`config.mk`:
```
export PLATFORM = sky130hd
export DESIGN_NAME = weight_update_pipe
export DESIGN_NICKNAME = d
export VERILOG_FILES = /design/src/rtl/weight_update_pipe.sv
export SDC_FILE = /design/constraint.sdc
export NUM_CORES = 1
export LEC_CHECK = 0
export ABC_CLOCK_PERIOD_IN_PS = 9100
export BUFFER_PORTS_ARGS = -buffer_cell sky130_fd_sc_hd__buf_2
export CAP_MARGIN = 20
export CELL_PAD_IN_SITES_DETAIL_PLACEMENT = 0
export CELL_PAD_IN_SITES_GLOBAL_PLACEMENT = 1
export CORE_MARGIN = 2
export CORE_UTILIZATION = 30
export DETAILED_ROUTE_END_ITERATION = 10
export PLACE_DENSITY = 0.59
export SLEW_MARGIN = 5
export SYNTH_ARGS = -nofsm -noshare
export SYNTH_HDL_FRONTEND = slang
export SYNTH_SLANG_ARGS = --single-unit
```
`constraint.sdc`:
```
create_clock -name clk -period 9.1 [get_ports clk]
set_input_delay 0.91 -clock clk [delete_from_list [all_inputs] [get_ports clk]]
set_output_delay 0.91 -clock clk [all_outputs]
set_load 0.005 [all_outputs]
```
`src/rtl/weight_update_pipe.sv`:
```
// -----------------------------------------------------------------------------
// weight_update_pipe
//
// Applies w <= w - lr*grad to the weight RAM for every beat of the
// weight-update address stream, as a 3-stage read-modify-write pipeline.
// Accepts one beat per cycle, counts the beats of a pass and pulses o_done
// once the last write has left the pipeline.
//
// Optional feature macro: WU_SAT_EN
//   defined   : the updated weight is clamped to the DATA_WIDTH signed range,
//               and each clamp increments o_sat_cnt
//   undefined : the low DATA_WIDTH bits are written (two's-complement wrap),
//               and o_sat_cnt is tied to 0
//
// Ports
//   clk, rst    clock (rising edge), synchronous active-high reset
//   i_start     starts a pass; only sampled while idle
//   i_valid     i_addr / i_grad carry a beat this cycle
//   i_addr      weight address
//   i_grad      signed gradient for i_addr
//   i_lr        signed learning rate, stable for the whole pass
//   o_rd_addr   RAM read address (combinational copy of i_addr)
//   i_rd_data   RAM read data, one cycle after o_rd_addr
//   o_wr_en     RAM write strobe
//   o_wr_addr   RAM write address
//   o_wr_data   updated weight
//   o_busy      pass in progress (RUN or DRAIN)
//   o_done      one-cycle pulse at the end of a pass
//   o_sat_cnt   saturation events in the current pass
// -----------------------------------------------------------------------------
module weight_update_pipe #(
  parameter int ADDR_WIDTH  = 12,
  parameter int DATA_WIDTH  = 16,
  parameter int FRAC        = 12,
  parameter int NUM_WEIGHTS = 2809
) (
  input  logic                         clk,
  input  logic                         rst,
  input  logic                         i_start,
  input  logic                         i_valid,
  input  logic        [ADDR_WIDTH-1:0] i_addr,
  input  logic signed [DATA_WIDTH-1:0] i_grad,
  input  logic signed [DATA_WIDTH-1:0] i_lr,
  output logic        [ADDR_WIDTH-1:0] o_rd_addr,
  input  logic signed [DATA_WIDTH-1:0] i_rd_data,
  output logic                         o_wr_en,
  output logic        [ADDR_WIDTH-1:0] o_wr_addr,
  output logic signed [DATA_WIDTH-1:0] o_wr_data,
  output logic                         o_busy,
  output logic                         o_done,
  output logic        [15:0]           o_sat_cnt
);

  localparam int PW    = 2 * DATA_WIDTH;
  localparam int CNT_W = $clog2(NUM_WEIGHTS + 1);
  localparam logic [CNT_W-1:0] LAST_BEAT = CNT_W'(NUM_WEIGHTS - 1);

  typedef enum logic [1:0] {IDLE, RUN, DRAIN, DONE} state_t;

  // ---------------------------------------------------------------------------
  // Arithmetic helpers
  // ---------------------------------------------------------------------------
  // lr*grad scaled back to weight format; >>> truncates toward -inf.
  function automatic logic signed [PW-1:0] scaled_delta(
    input logic signed [DATA_WIDTH-1:0] grad,
    input logic signed [DATA_WIDTH-1:0] lr
  );
    logic signed [PW-1:0] prod;
    prod = PW'(grad) * PW'(lr);
    return prod >>> FRAC;
  endfunction

  function automatic logic signed [PW-1:0] full_sum(
    input logic signed [DATA_WIDTH-1:0] w,
    input logic signed [DATA_WIDTH-1:0] grad,
    input logic signed [DATA_WIDTH-1:0] lr
  );
    return PW'(w) - scaled_delta(grad, lr);
  endfunction

  function automatic logic signed [DATA_WIDTH-1:0] wrap_to_w(
    input logic signed [PW-1:0] s
  );
    return s[DATA_WIDTH-1:0];
  endfunction

`ifdef WU_SAT_EN
  // The value fits when all bits above the weight's sign bit copy it.
  function automatic logic overflows(input logic signed [PW-1:0] s);
    return !((&s[PW-1:DATA_WIDTH-1]) || !(|s[PW-1:DATA_WIDTH-1]));
  endfunction

  function automatic logic signed [DATA_WIDTH-1:0] clamp_to_w(
    input logic signed [PW-1:0] s
  );
    if (!overflows(s))
      return wrap_to_w(s);
    else if (s[PW-1])
      return {1'b1, {(DATA_WIDTH-1){1'b0}}};
    else
      return {1'b0, {(DATA_WIDTH-1){1'b1}}};
  endfunction
`endif

  state_t              state, state_nxt;
  logic [CNT_W-1:0]    beat_cnt;
  logic                accept;
  logic                start_pass;

  logic                         vld_p0, vld_p1, vld_p2, vld_p3;
  logic        [ADDR_WIDTH-1:0] addr_p0, addr_p1, addr_p2, addr_p3;
  logic signed [DATA_WIDTH-1:0] grad_p0, grad_p1;
  logic signed [DATA_WIDTH-1:0] w_p1, data_p2, data_p3;
  logic signed [DATA_WIDTH-1:0] w_fwd, sum_w;

  assign accept     = (state == RUN) && i_valid;
  assign start_pass = (state == IDLE) && i_start;

  // ---------------------------------------------------------------------------
  // Control FSM
  // ---------------------------------------------------------------------------
  always_ff @(posedge clk) begin
    if (rst) state <= IDLE;
    else     state <= state_nxt;
  end

  always_comb begin
    state_nxt = state;
    case (state)
      IDLE:    if (i_start) state_nxt = RUN;
      RUN:     if (accept && (beat_cnt == LAST_BEAT)) state_nxt = DRAIN;
      // The last write is registered on the edge that sees S0/S1 empty.
      DRAIN:   if (!vld_p0 && !vld_p1) state_nxt = DONE;
      DONE:    state_nxt = IDLE;
      default: state_nxt = IDLE;
    endcase
  end

  always_ff @(posedge clk) begin
    if (rst)             beat_cnt <= '0;
    else if (start_pass) beat_cnt <= '0;
    else if (accept)     beat_cnt <= beat_cnt + CNT_W'(1);
  end

  assign o_busy    = (state == RUN) || (state == DRAIN);
  assign o_done    = (state == DONE);
  assign o_rd_addr = i_addr;

  // ---------------------------------------------------------------------------
  // S0: read issued combinationally, capture address and gradient
  // ---------------------------------------------------------------------------
  always_ff @(posedge clk) begin
    if (rst) vld_p0 <= 1'b0;
    else     vld_p0 <= accept;
  end

  always_ff @(posedge clk) begin
    if (accept) begin
      addr_p0 <= i_addr;
      grad_p0 <= i_grad;
    end
  end

  // ---------------------------------------------------------------------------
  // S1: capture read data, forwarding any newer in-flight result
  // ---------------------------------------------------------------------------
  // The RAM returns pre-write data for any update still in S2, in the write
  // register, or written on the same edge as the read (vld_p3). Later checks
  // override earlier ones so the youngest matching result wins.
  always_comb begin
    w_fwd = i_rd_data;
    if (vld_p3 && (addr_p3 == addr_p0)) w_fwd = data_p3;
    if (vld_p2 && (addr_p2 == addr_p0)) w_fwd = data_p2;
    if (vld_p1 && (addr_p1 == addr_p0)) w_fwd = sum_w;
  end

  always_ff @(posedge clk) begin
    if (rst) vld_p1 <= 1'b0;
    else     vld_p1 <= vld_p0;
  end

  always_ff @(posedge clk) begin
    if (vld_p0) begin
      addr_p1 <= addr_p0;
      grad_p1 <= grad_p0;
      w_p1    <= w_fwd;
    end
  end

  // ---------------------------------------------------------------------------
  // S2: compute the updated weight and register the write
  // ---------------------------------------------------------------------------
`ifdef WU_SAT_EN
  logic signed [PW-1:0] sum_full;
  logic                 sum_ovf;

  always_comb begin
    sum_full = full_sum(w_p1, grad_p1, i_lr);
    sum_w    = clamp_to_w(sum_full);
    sum_ovf  = overflows(sum_full);
  end

  logic [15:0] sat_cnt;

  always_ff @(posedge clk) begin
    if (rst)
      sat_cnt <= '0;
    else if (start_pass)
      sat_cnt <= '0;
    else if (vld_p1 && sum_ovf && (sat_cnt != 16'hFFFF))
      sat_cnt <= sat_cnt + 16'd1;
  end

  assign o_sat_cnt = sat_cnt;
`else
  always_comb sum_w = wrap_to_w(full_sum(w_p1, grad_p1, i_lr));

  assign o_sat_cnt = '0;
`endif

  // Write register drives the RAM ports, so it is cleared on reset.
  always_ff @(posedge clk) begin
    if (rst) begin
      vld_p2  <= 1'b0;
      addr_p2 <= '0;
      data_p2 <= '0;
    end else begin
      vld_p2 <= vld_p1;
      if (vld_p1) begin
        addr_p2 <= addr_p1;
        data_p2 <= sum_w;
      end
    end
  end

  assign o_wr_en   = vld_p2;
  assign o_wr_addr = addr_p2;
  assign o_wr_data = data_p2;

  // ---------------------------------------------------------------------------
  // P3: copy of the write just committed, kept for one more cycle for
  //     read-before-write RAMs
  // ---------------------------------------------------------------------------
  always_ff @(posedge clk) begin
    if (rst) vld_p3 <= 1'b0;
    else     vld_p3 <= vld_p2;
  end

  always_ff @(posedge clk) begin
    if (vld_p2) begin
      addr_p3 <= addr_p2;
      data_p3 <= data_p2;
    end
  end

endmodule

```
==> flow_summary.html, run 1 <==
<table>
<tr><th>Metric</th><th>Value</th></tr>
<tr><th colspan="2">Synthesis</th></tr>
<tr><td>Post-synth EDFFs</td><td>100</td></tr>
<tr><td>Synth Area in Adders</td><td>38.12%</td></tr>
<tr><td>Compound-gate portion of the synthesized area</td><td>4.617%</td></tr>
<tr><td>Asr flop ratio synth</td><td>0%</td></tr>
<tr><td>Sequential fraction of the synthesis area</td><td>25.86%</td></tr>
<tr><td>Predominant post-synthesis flop cell</td><td>sky130_fd_sc_hd__edfxtp_1</td></tr>
<tr><td>Most area-hungry cell type in the Yosys netlist</td><td>sky130_fd_sc_hd__fa_1</td></tr>
<tr><td>Syn Inst Count</td><td>1502</td></tr>
<tr><td>Fraction of synthesized area in multiplexers</td><td>2.770%</td></tr>
<tr><td>Syn avg cell area</td><td>10.10 um2</td></tr>
<tr><td>Flip-flop and latch count after synthesis</td><td>146</td></tr>
<tr><td>Top-count cell post-synth</td><td>sky130_fd_sc_hd__inv_1</td></tr>
<tr><td>Fraction of synthesized cell area in xor and xnor cells</td><td>5.194%</td></tr>
<tr><td>Fraction of synthesized cell area taken by the top area cell type</td><td>30.21%</td></tr>
<tr><td>Number of distinct library cells after synthesis</td><td>56</td></tr>
<tr><td>Dominant cells by area after synthesis</td><td>sky130_fd_sc_hd__fa_1 (30%), sky130_fd_sc_hd__edfxtp_1 (20%), sky130_fd_sc_hd__ha_1 (7.9%)</td></tr>
<tr><td>Post-synthesis cell area</td><td>0.01518 mm2</td></tr>
<tr><td>Warnings from Yosys</td><td>0</td></tr>
<tr><td>Most common library cells after synthesis</td><td>sky130_fd_sc_hd__inv_1 (284), sky130_fd_sc_hd__fa_1 (229), sky130_fd_sc_hd__nand2_1 (170)</td></tr>
<tr><td>Largest family of logic cells by synthesized area</td><td>adder cells</td></tr>
<tr><td>Synthesized-area fraction occupied by and/or/nand/nor cells</td><td>13.75%</td></tr>
<tr><th colspan="2">Critical path</th></tr>
<tr><td>Nature of the critical path endpoint</td><td>register</td></tr>
<tr><td>Setup crit start</td><td>grad_p1[5]</td></tr>
<tr><td>Biggest fanout along the worst timing path</td><td>16</td></tr>
<tr><td>Data required, critical path</td><td>9220 ps</td></tr>
<tr><td>Endpoint of the worst setup timing path</td><td>w_p1[15]</td></tr>
<tr><td>Worst reg-to-reg path cell count</td><td>29</td></tr>
<tr><td>Cell class contributing the biggest share of worst-path delay</td><td>adder cells</td></tr>
<tr><td>Critical Path Source Type</td><td>register</td></tr>
<tr><td>Worst setup slack for register-to-register paths</td><td>1020 ps</td></tr>
<tr><td>Critical path buffer and inverter count</td><td>3</td></tr>
<tr><td>Slowest cell on crit path</td><td>sky130_fd_sc_hd__edfxtp_1</td></tr>
<tr><td>Endpoint of the lowest-slack register-to-register path</td><td>w_p1[15]</td></tr>
<tr><td>Startpoint of the most critical register-to-register path</td><td>grad_p1[5]</td></tr>
<tr><td>Worst setup path class</td><td>register to register</td></tr>
<tr><td>Count of cell instances traversed by the critical path</td><td>29</td></tr>
<tr><td>Worst stage delay on the critical path</td><td>840 ps</td></tr>
<tr><td>Critical path data arrival time</td><td>8200 ps</td></tr>
<tr><th colspan="2">Die</th></tr>
<tr><td>Die W</td><td>228.9 um</td></tr>
<tr><td>Effective utilization at floorplan</td><td>30.31%</td></tr>
<tr><td>I/O pins</td><td>123</td></tr>
<tr><td>Number of placement rows</td><td>82</td></tr>
<tr><td>Area of the die</td><td>0.05240 mm2</td></tr>
<tr><td>Core footprint</td><td>0.05007 mm2</td></tr>
<tr><td>Die boundary height</td><td>228.9 um</td></tr>
<tr><th colspan="2">Clock tree</th></tr>
<tr><td>Clock-pin slew on the worst setup and hold paths</td><td>70 ps</td></tr>
<tr><td>Post-cts gate resize count</td><td>0</td></tr>
<tr><td>Deepest clock path buffer count</td><td>2</td></tr>
<tr><td>Clk root buf</td><td>sky130_fd_sc_hd__clkbuf_16</td></tr>
<tr><td>CTS hold repair buffers</td><td>0</td></tr>
<tr><td>Total number of H-tree levels</td><td>4</td></tr>
<tr><td>CTS tree</td><td>done</td></tr>
<tr><td>Buffers inserted by post-CTS timing repair</td><td>0</td></tr>
<tr><td>Latest clock arrival within the worst-skew pair</td><td>420 ps</td></tr>
<tr><td>Clock buffers created by TritonCTS</td><td>17</td></tr>
<tr><td>Sinks on Clock Net</td><td>146</td></tr>
<tr><th colspan="2">Global route</th></tr>
<tr><td>Via count of the first global-routing pass</td><td>10707</td></tr>
<tr><td>Number of antenna violations at the first check in global routing</td><td>7</td></tr>
<tr><td>Pin count of the biggest net entering global routing</td><td>38</td></tr>
<tr><td>GR Util All Layers</td><td>14.38%</td></tr>
<tr><td>Global-route wire length before repair</td><td>59660 um</td></tr>
<tr><td>Total congestion overflow</td><td>0</td></tr>
<tr><th colspan="2">Run status</th></tr>
<tr><td>Status</td><td>finished, final reports clean</td></tr>
<tr><th colspan="2">Place</th></tr>
<tr><td>Placed wire-length estimate</td><td>28770 um</td></tr>
<tr><td>IO buf count</td><td>106</td></tr>
<tr><td>Placer congestion estimate</td><td>0.8158</td></tr>
<tr><th colspan="2">Detailed routing</th></tr>
<tr><td>Detailed-route vias per instance</td><td>4.404</td></tr>
<tr><td>Residual DRC count</td><td>0</td></tr>
<tr><td>Remaining number of nets flagged by the antenna check after routing</td><td>0</td></tr>
<tr><td>Post-Route WL</td><td>35790 um</td></tr>
<tr><td>Average detailed-routed wire length per instance</td><td>15.84 um</td></tr>
<tr><td>Via count of the routed design</td><td>9954</td></tr>
<tr><td>Number of search-and-repair iterations in the first detailed-routing pass</td><td>4</td></tr>
<tr><td>Iteration-0 DRC count of the detailed router</td><td>420</td></tr>
<tr><th colspan="2">STA</th></tr>
<tr><td>Number of max-slew violations in the final report</td><td>0</td></tr>
<tr><td>Unrepaired setup endpoints after global routing</td><td>false</td></tr>
<tr><td>Sum Neg Setup Slack</td><td>0 ps</td></tr>
<tr><td>Min cycle time layout</td><td>8081 ps</td></tr>
<tr><td>Worst relative slew slack</td><td>38.44%</td></tr>
<tr><td>Worst Hold Slack</td><td>417.5 ps</td></tr>
<tr><td>Max Clock Freq</td><td>123.7 MHz</td></tr>
<tr><td>Clk_skew</td><td>12.39 ps</td></tr>
<tr><td>Final setup violation count</td><td>0</td></tr>
<tr><td>Worst-margin pin slew</td><td>915.7 ps</td></tr>
<tr><td>Final period utilization</td><td>88.80%</td></tr>
<tr><td>Hold Violations, Final</td><td>0</td></tr>
<tr><th colspan="2">Final layout</th></tr>
<tr><td>Ratio of cells with drive above 1 in the final layout</td><td>9.641%</td></tr>
<tr><td>Area growth from synthesis to layout</td><td>10.92%</td></tr>
<tr><td>Final #Nets</td><td>1963</td></tr>
<tr><th colspan="2">Min path</th></tr>
<tr><td>Type of the most critical hold path</td><td>register to register</td></tr>
<tr><th colspan="2">Job</th></tr>
<tr><td>Max-capacitance violation count</td><td>0</td></tr>
</table>
==> worst min-delay path by stage <==
stage                     slack, ps        start  cells after the start           to
after floorplan                 400   grad_p0[0]                      0   grad_p1[0]
after global placement          410  grad_p0[15]                      0  grad_p1[15]
after detailed placement        400  grad_p0[11]                      0  grad_p1[11]
after CTS                       420  grad_p0[11]                      0  grad_p1[11]
after global routing            430   grad_p0[5]                      0   grad_p1[5]
final                           420  grad_p0[11]                      0  grad_p1[11]
==> flip-flops by register name (all words and copies together) (netlist names) <==
name and count:
vld_p3 1, vld_p1 1, addr_p3 12, o_wr_en 1, vld_p0 1, grad_p0 16, grad_p1 16, o_wr_data 16
w_p1 16, o_wr_addr 12, state 2, addr_p0 12, beat_cnt 12, addr_p1 12, data_p3 16
==> logic make-up (layout without fill, tap and decap cells) <==
| kind of cell | Yosys count | count (layout) |
|---|---|---|
| compound gates | 114 | 114 |
| xor+xnor | 90 | 90 |
| fa+ha+maj | 325 | 325 |
| buf+inv | 360 | 430 |
| flops | 146 | 146 |
| mux | 42 | 42 |
| other cells | 1 | 17 |
| simple gates | 424 | 424 |
==> worst register-to-register path: cells and delay by family (launching register included) <==
family | cells | cell delay [ps]
AOI/OAI and AO/OA | 12 | 2730
and+or+nand+nor | 3 | 460
xor gates and xnor gates | 3 | 480
buffers and inverters | 3 | 140
DFF | 1 | 840
adders and majority gates | 8 | 3140
==> routing by layer <==
layer / routed length (um) / vias up / GRT usage, %
met5: 70 / - / 0
li1: - / 4783 / -
met3: 1412 / 26 / 2.532
met1: 17450 / 4973 / 20.69
met2: 16660 / 160 / 23.07
met4: 197 / 12 / 2.151
==> cells in the final DEF, fill, tap and decap left out, types with 8 or more instances in the layout <==
cell,synthesis,layout
sky130_fd_sc_hd__fa_1,229,229
sky130_fd_sc_hd__xnor2_1,62,62
sky130_fd_sc_hd__edfxtp_1,100,100
sky130_fd_sc_hd__inv_1,284,284
sky130_fd_sc_hd__buf_2,2,106
sky130_fd_sc_hd__clkbuf_16,0,17
sky130_fd_sc_hd__o21ai_1,33,33
sky130_fd_sc_hd__nand2b_1,11,11
sky130_fd_sc_hd__nand2_1,170,170
sky130_fd_sc_hd__dfxtp_1,46,44
sky130_fd_sc_hd__mux2i_1,42,42
sky130_fd_sc_hd__nor3_1,9,9
sky130_fd_sc_hd__and2_1,117,117
sky130_fd_sc_hd__o21ai_0,8,8
sky130_fd_sc_hd__a21oi_1,28,28
sky130_fd_sc_hd__ha_1,96,96
sky130_fd_sc_hd__nand4_1,18,18
sky130_fd_sc_hd__xor2_1,28,28
sky130_fd_sc_hd__conb_1,1,16
sky130_fd_sc_hd__nor2_1,63,63
sky130_fd_sc_hd__nand3_1,10,10
sky130_fd_sc_hd__a211oi_1,11,11
==> through the flow <==
step                      area [um2]  utilization (%)  instances  setup WS (ps)
final                          16830            33.62       2260           1019
after CTS                      16810            33.58       2258          939.4
after detailed placement       16260            32.47       2226          693.3
after global placement         16260            32.47       2226          743.8
after global routing           16830            33.62       2260          474.5
after floorplan                15230                -       1517           1400
==> area by class of cell <==
class | count | area [um2]
diodes | 1 | 2.502
clock buffers | 17 | 425.4
clock inverters | 15 | 132.6
fillers | 5230 | 33240
inverters | 286 | 1074
multi-input cells | 1011 | 9848
flip-flops and latches | 146 | 3926
well taps | 672 | 840.8
repair buffers | 112 | 583.1
Power of run 1 is not shown: default switching activity piles up to over one toggle a cycle in this logic, so the estimate is an artifact.
==> run 2, diff against run 1 <==
MAX_ROUTING_LAYER = met4   (was unset)
RECOVER_POWER = 50   (was unset)
==> flow_summary.html, run 2 (synthesis gave the netlist of run 1 again) <==
<table>
<tr><th>Metric</th><th>Value</th></tr>
<tr><th colspan="2">Die</th></tr>
<tr><td>Area of the die</td><td>0.05240 mm2</td></tr>
<tr><td>Core footprint</td><td>0.05007 mm2</td></tr>
<tr><td>Number of placement rows</td><td>82</td></tr>
<tr><td>Die W</td><td>228.9 um</td></tr>
<tr><td>Effective utilization at floorplan</td><td>30.31%</td></tr>
<tr><td>I/O pins</td><td>123</td></tr>
<tr><td>Die boundary height</td><td>228.9 um</td></tr>
<tr><th colspan="2">STA</th></tr>
<tr><td>Worst relative slew slack</td><td>-26.01%</td></tr>
<tr><td>Final period utilization</td><td>89.57%</td></tr>
<tr><td>Max Clock Freq</td><td>122.7 MHz</td></tr>
<tr><td>Hold Violations, Final</td><td>0</td></tr>
<tr><td>Worst-margin pin slew</td><td>1890 ps</td></tr>
<tr><td>Number of max-slew violations in the final report</td><td>100</td></tr>
<tr><td>Min cycle time layout</td><td>8151 ps</td></tr>
<tr><td>Unrepaired setup endpoints after global routing</td><td>false</td></tr>
<tr><td>Sum Neg Setup Slack</td><td>0 ps</td></tr>
<tr><td>Clk_skew</td><td>23.63 ps</td></tr>
<tr><td>Final setup violation count</td><td>0</td></tr>
<tr><th colspan="2">Global route</th></tr>
<tr><td>Via count of the first global-routing pass</td><td>10785</td></tr>
<tr><td>Pin count of the biggest net entering global routing</td><td>38</td></tr>
<tr><td>Number of antenna violations at the first check in global routing</td><td>6</td></tr>
<tr><td>Global-route wire length before repair</td><td>59940 um</td></tr>
<tr><td>GR Util All Layers</td><td>14.84%</td></tr>
<tr><td>Total congestion overflow</td><td>0</td></tr>
<tr><th colspan="2">Critical path</th></tr>
<tr><td>Critical Path Source Type</td><td>register</td></tr>
<tr><td>Data required, critical path</td><td>9410 ps</td></tr>
<tr><td>Critical path buffer and inverter count</td><td>4</td></tr>
<tr><td>Nature of the critical path endpoint</td><td>register</td></tr>
<tr><td>Critical path data arrival time</td><td>8460 ps</td></tr>
<tr><td>Worst setup path class</td><td>register to register</td></tr>
<tr><td>Slowest cell on crit path</td><td>sky130_fd_sc_hd__edfxtp_1</td></tr>
<tr><td>Worst stage delay on the critical path</td><td>720 ps</td></tr>
<tr><td>Biggest fanout along the worst timing path</td><td>16</td></tr>
<tr><td>Startpoint of the most critical register-to-register path</td><td>grad_p1[7]</td></tr>
<tr><td>Setup crit start</td><td>grad_p1[7]</td></tr>
<tr><td>Most prevalent standard cell on the critical path</td><td>sky130_fd_sc_hd__fa_1</td></tr>
<tr><td>Cell class contributing the biggest share of worst-path delay</td><td>adder cells</td></tr>
<tr><th colspan="2">Detailed routing</th></tr>
<tr><td>Remaining number of nets flagged by the antenna check after routing</td><td>0</td></tr>
<tr><td>Post-Route WL</td><td>36050 um</td></tr>
<tr><td>Iteration-0 DRC count of the detailed router</td><td>468</td></tr>
<tr><td>Detailed-route vias per instance</td><td>4.417</td></tr>
<tr><td>Average detailed-routed wire length per instance</td><td>15.92 um</td></tr>
<tr><td>Residual DRC count</td><td>0</td></tr>
<tr><td>Via count of the routed design</td><td>10004</td></tr>
<tr><td>Number of search-and-repair iterations in the first detailed-routing pass</td><td>7</td></tr>
<tr><th colspan="2">Clock tree</th></tr>
<tr><td>Total number of H-tree levels</td><td>4</td></tr>
<tr><td>Clock-pin slew on the worst setup and hold paths</td><td>70 ps</td></tr>
<tr><td>CTS hold repair buffers</td><td>0</td></tr>
<tr><td>Sinks on Clock Net</td><td>146</td></tr>
<tr><td>Clk root buf</td><td>sky130_fd_sc_hd__clkbuf_16</td></tr>
<tr><td>Clock buffers created by TritonCTS</td><td>17</td></tr>
<tr><td>Deepest clock path buffer count</td><td>2</td></tr>
<tr><td>Latest clock arrival within the worst-skew pair</td><td>430 ps</td></tr>
<tr><td>CTS tree</td><td>done</td></tr>
<tr><td>Post-cts gate resize count</td><td>0</td></tr>
<tr><td>Buffers inserted by post-CTS timing repair</td><td>0</td></tr>
<tr><th colspan="2">Place</th></tr>
<tr><td>Placed wire-length estimate</td><td>28680 um</td></tr>
<tr><td>Placer congestion estimate</td><td>0.8569</td></tr>
<tr><td>IO buf count</td><td>106</td></tr>
<tr><th colspan="2">Final layout</th></tr>
<tr><td>Register area</td><td>0.003925 mm2</td></tr>
<tr><td>Top library cells by usage in the layout, fill and taps aside</td><td>sky130_fd_sc_hd__inv_1 (284), sky130_fd_sc_hd__fa_1 (229), sky130_fd_sc_hd__nand2_1 (170)</td></tr>
<tr><td>Final #Nets</td><td>1963</td></tr>
<tr><td>Ratio of cells with drive above 1 in the final layout</td><td>9.515%</td></tr>
<tr><td>Most common cell after layout, fill and taps aside</td><td>sky130_fd_sc_hd__inv_1</td></tr>
<tr><td>Area used by multi-input combinational logic</td><td>0.009848 mm2</td></tr>
<tr><td>Count of fill cells added during filler insertion</td><td>5212</td></tr>
<tr><td>Area growth from synthesis to layout</td><td>11.20%</td></tr>
<tr><th colspan="2">Job</th></tr>
<tr><td>Max-capacitance violation count</td><td>3</td></tr>
<tr><th colspan="2">Run status</th></tr>
<tr><td>Violations in the final reports</td><td>capacitance limit, slew limit</td></tr>
<tr><td>Status</td><td>finished with violations</td></tr>
<tr><th colspan="2">Min path</th></tr>
<tr><td>Type of the most critical hold path</td><td>register to register</td></tr>
<tr><td>Launch point of the worst hold path</td><td>grad_p0[6]</td></tr>
</table>
-- run 2: area by class of cell --
class                           instances  area share (%)
Inverter                              286           6.362
Clock buffer                           20           2.899
Antenna cell                            6         0.08897
Sequential cell                       146           23.26
Timing Repair Buffer                  112           3.351
Multi-Input combinational cell       1011           58.36
Tap cell                              672           4.983
Clock inverter                         12          0.6970
-- run 2: path summary, 6_finish.rpt --
check | cells after the start | slack [ps] | to
worst min register to register | 0 | 420 | grad_p1[6]
worst min-delay path | 0 | 420 | grad_p1[6]
worst max-delay path | 28 | 950 | o_wr_data[14]
worst max register to register | 28 | 950 | o_wr_data[14]
-- run 2: per-stage QoR --
stage	setup WS, ps	hold WS (ps)	cell area, um2	util [%]	std cells
global placement	804.9	407.3	16260	32.48	2227
finish	948.7	420.9	16870	33.70	2265
global route	398.9	425.6	16870	33.70	2265
detailed placement	737.6	407.4	16260	32.48	2227
CTS	978.4	420.3	16870	33.70	2259
floorplan	1400	400.3	15230	-	1517
-- run 2: metal layers --
| metal | part of all wire, % | GRT usage [%] | up-vias |
|---|---|---|---|
| met5 | 0 | - | - |
| met4 | 0.57 | 1.907 | 0 |
| met3 | 3.7 | 2.246 | 16 |
| met2 | 47 | 23.39 | 152 |
| met1 | 49 | 20.79 | 5045 |
| li1 | - | - | 4791 |
-- run 2: worst register-to-register path, delay by kind of cell, from the launching register on --
kind | cells | cell delay, ps
buffers and inverters | 4 | 190
and+or+nand+nor | 7 | 1470
xor gates and xnor gates | 1 | 180
adders and majority gates | 8 | 3600
DFF | 1 | 720
AOI/OAI and AO/OA | 8 | 1890
Power of run 2 is left out for the same reason.
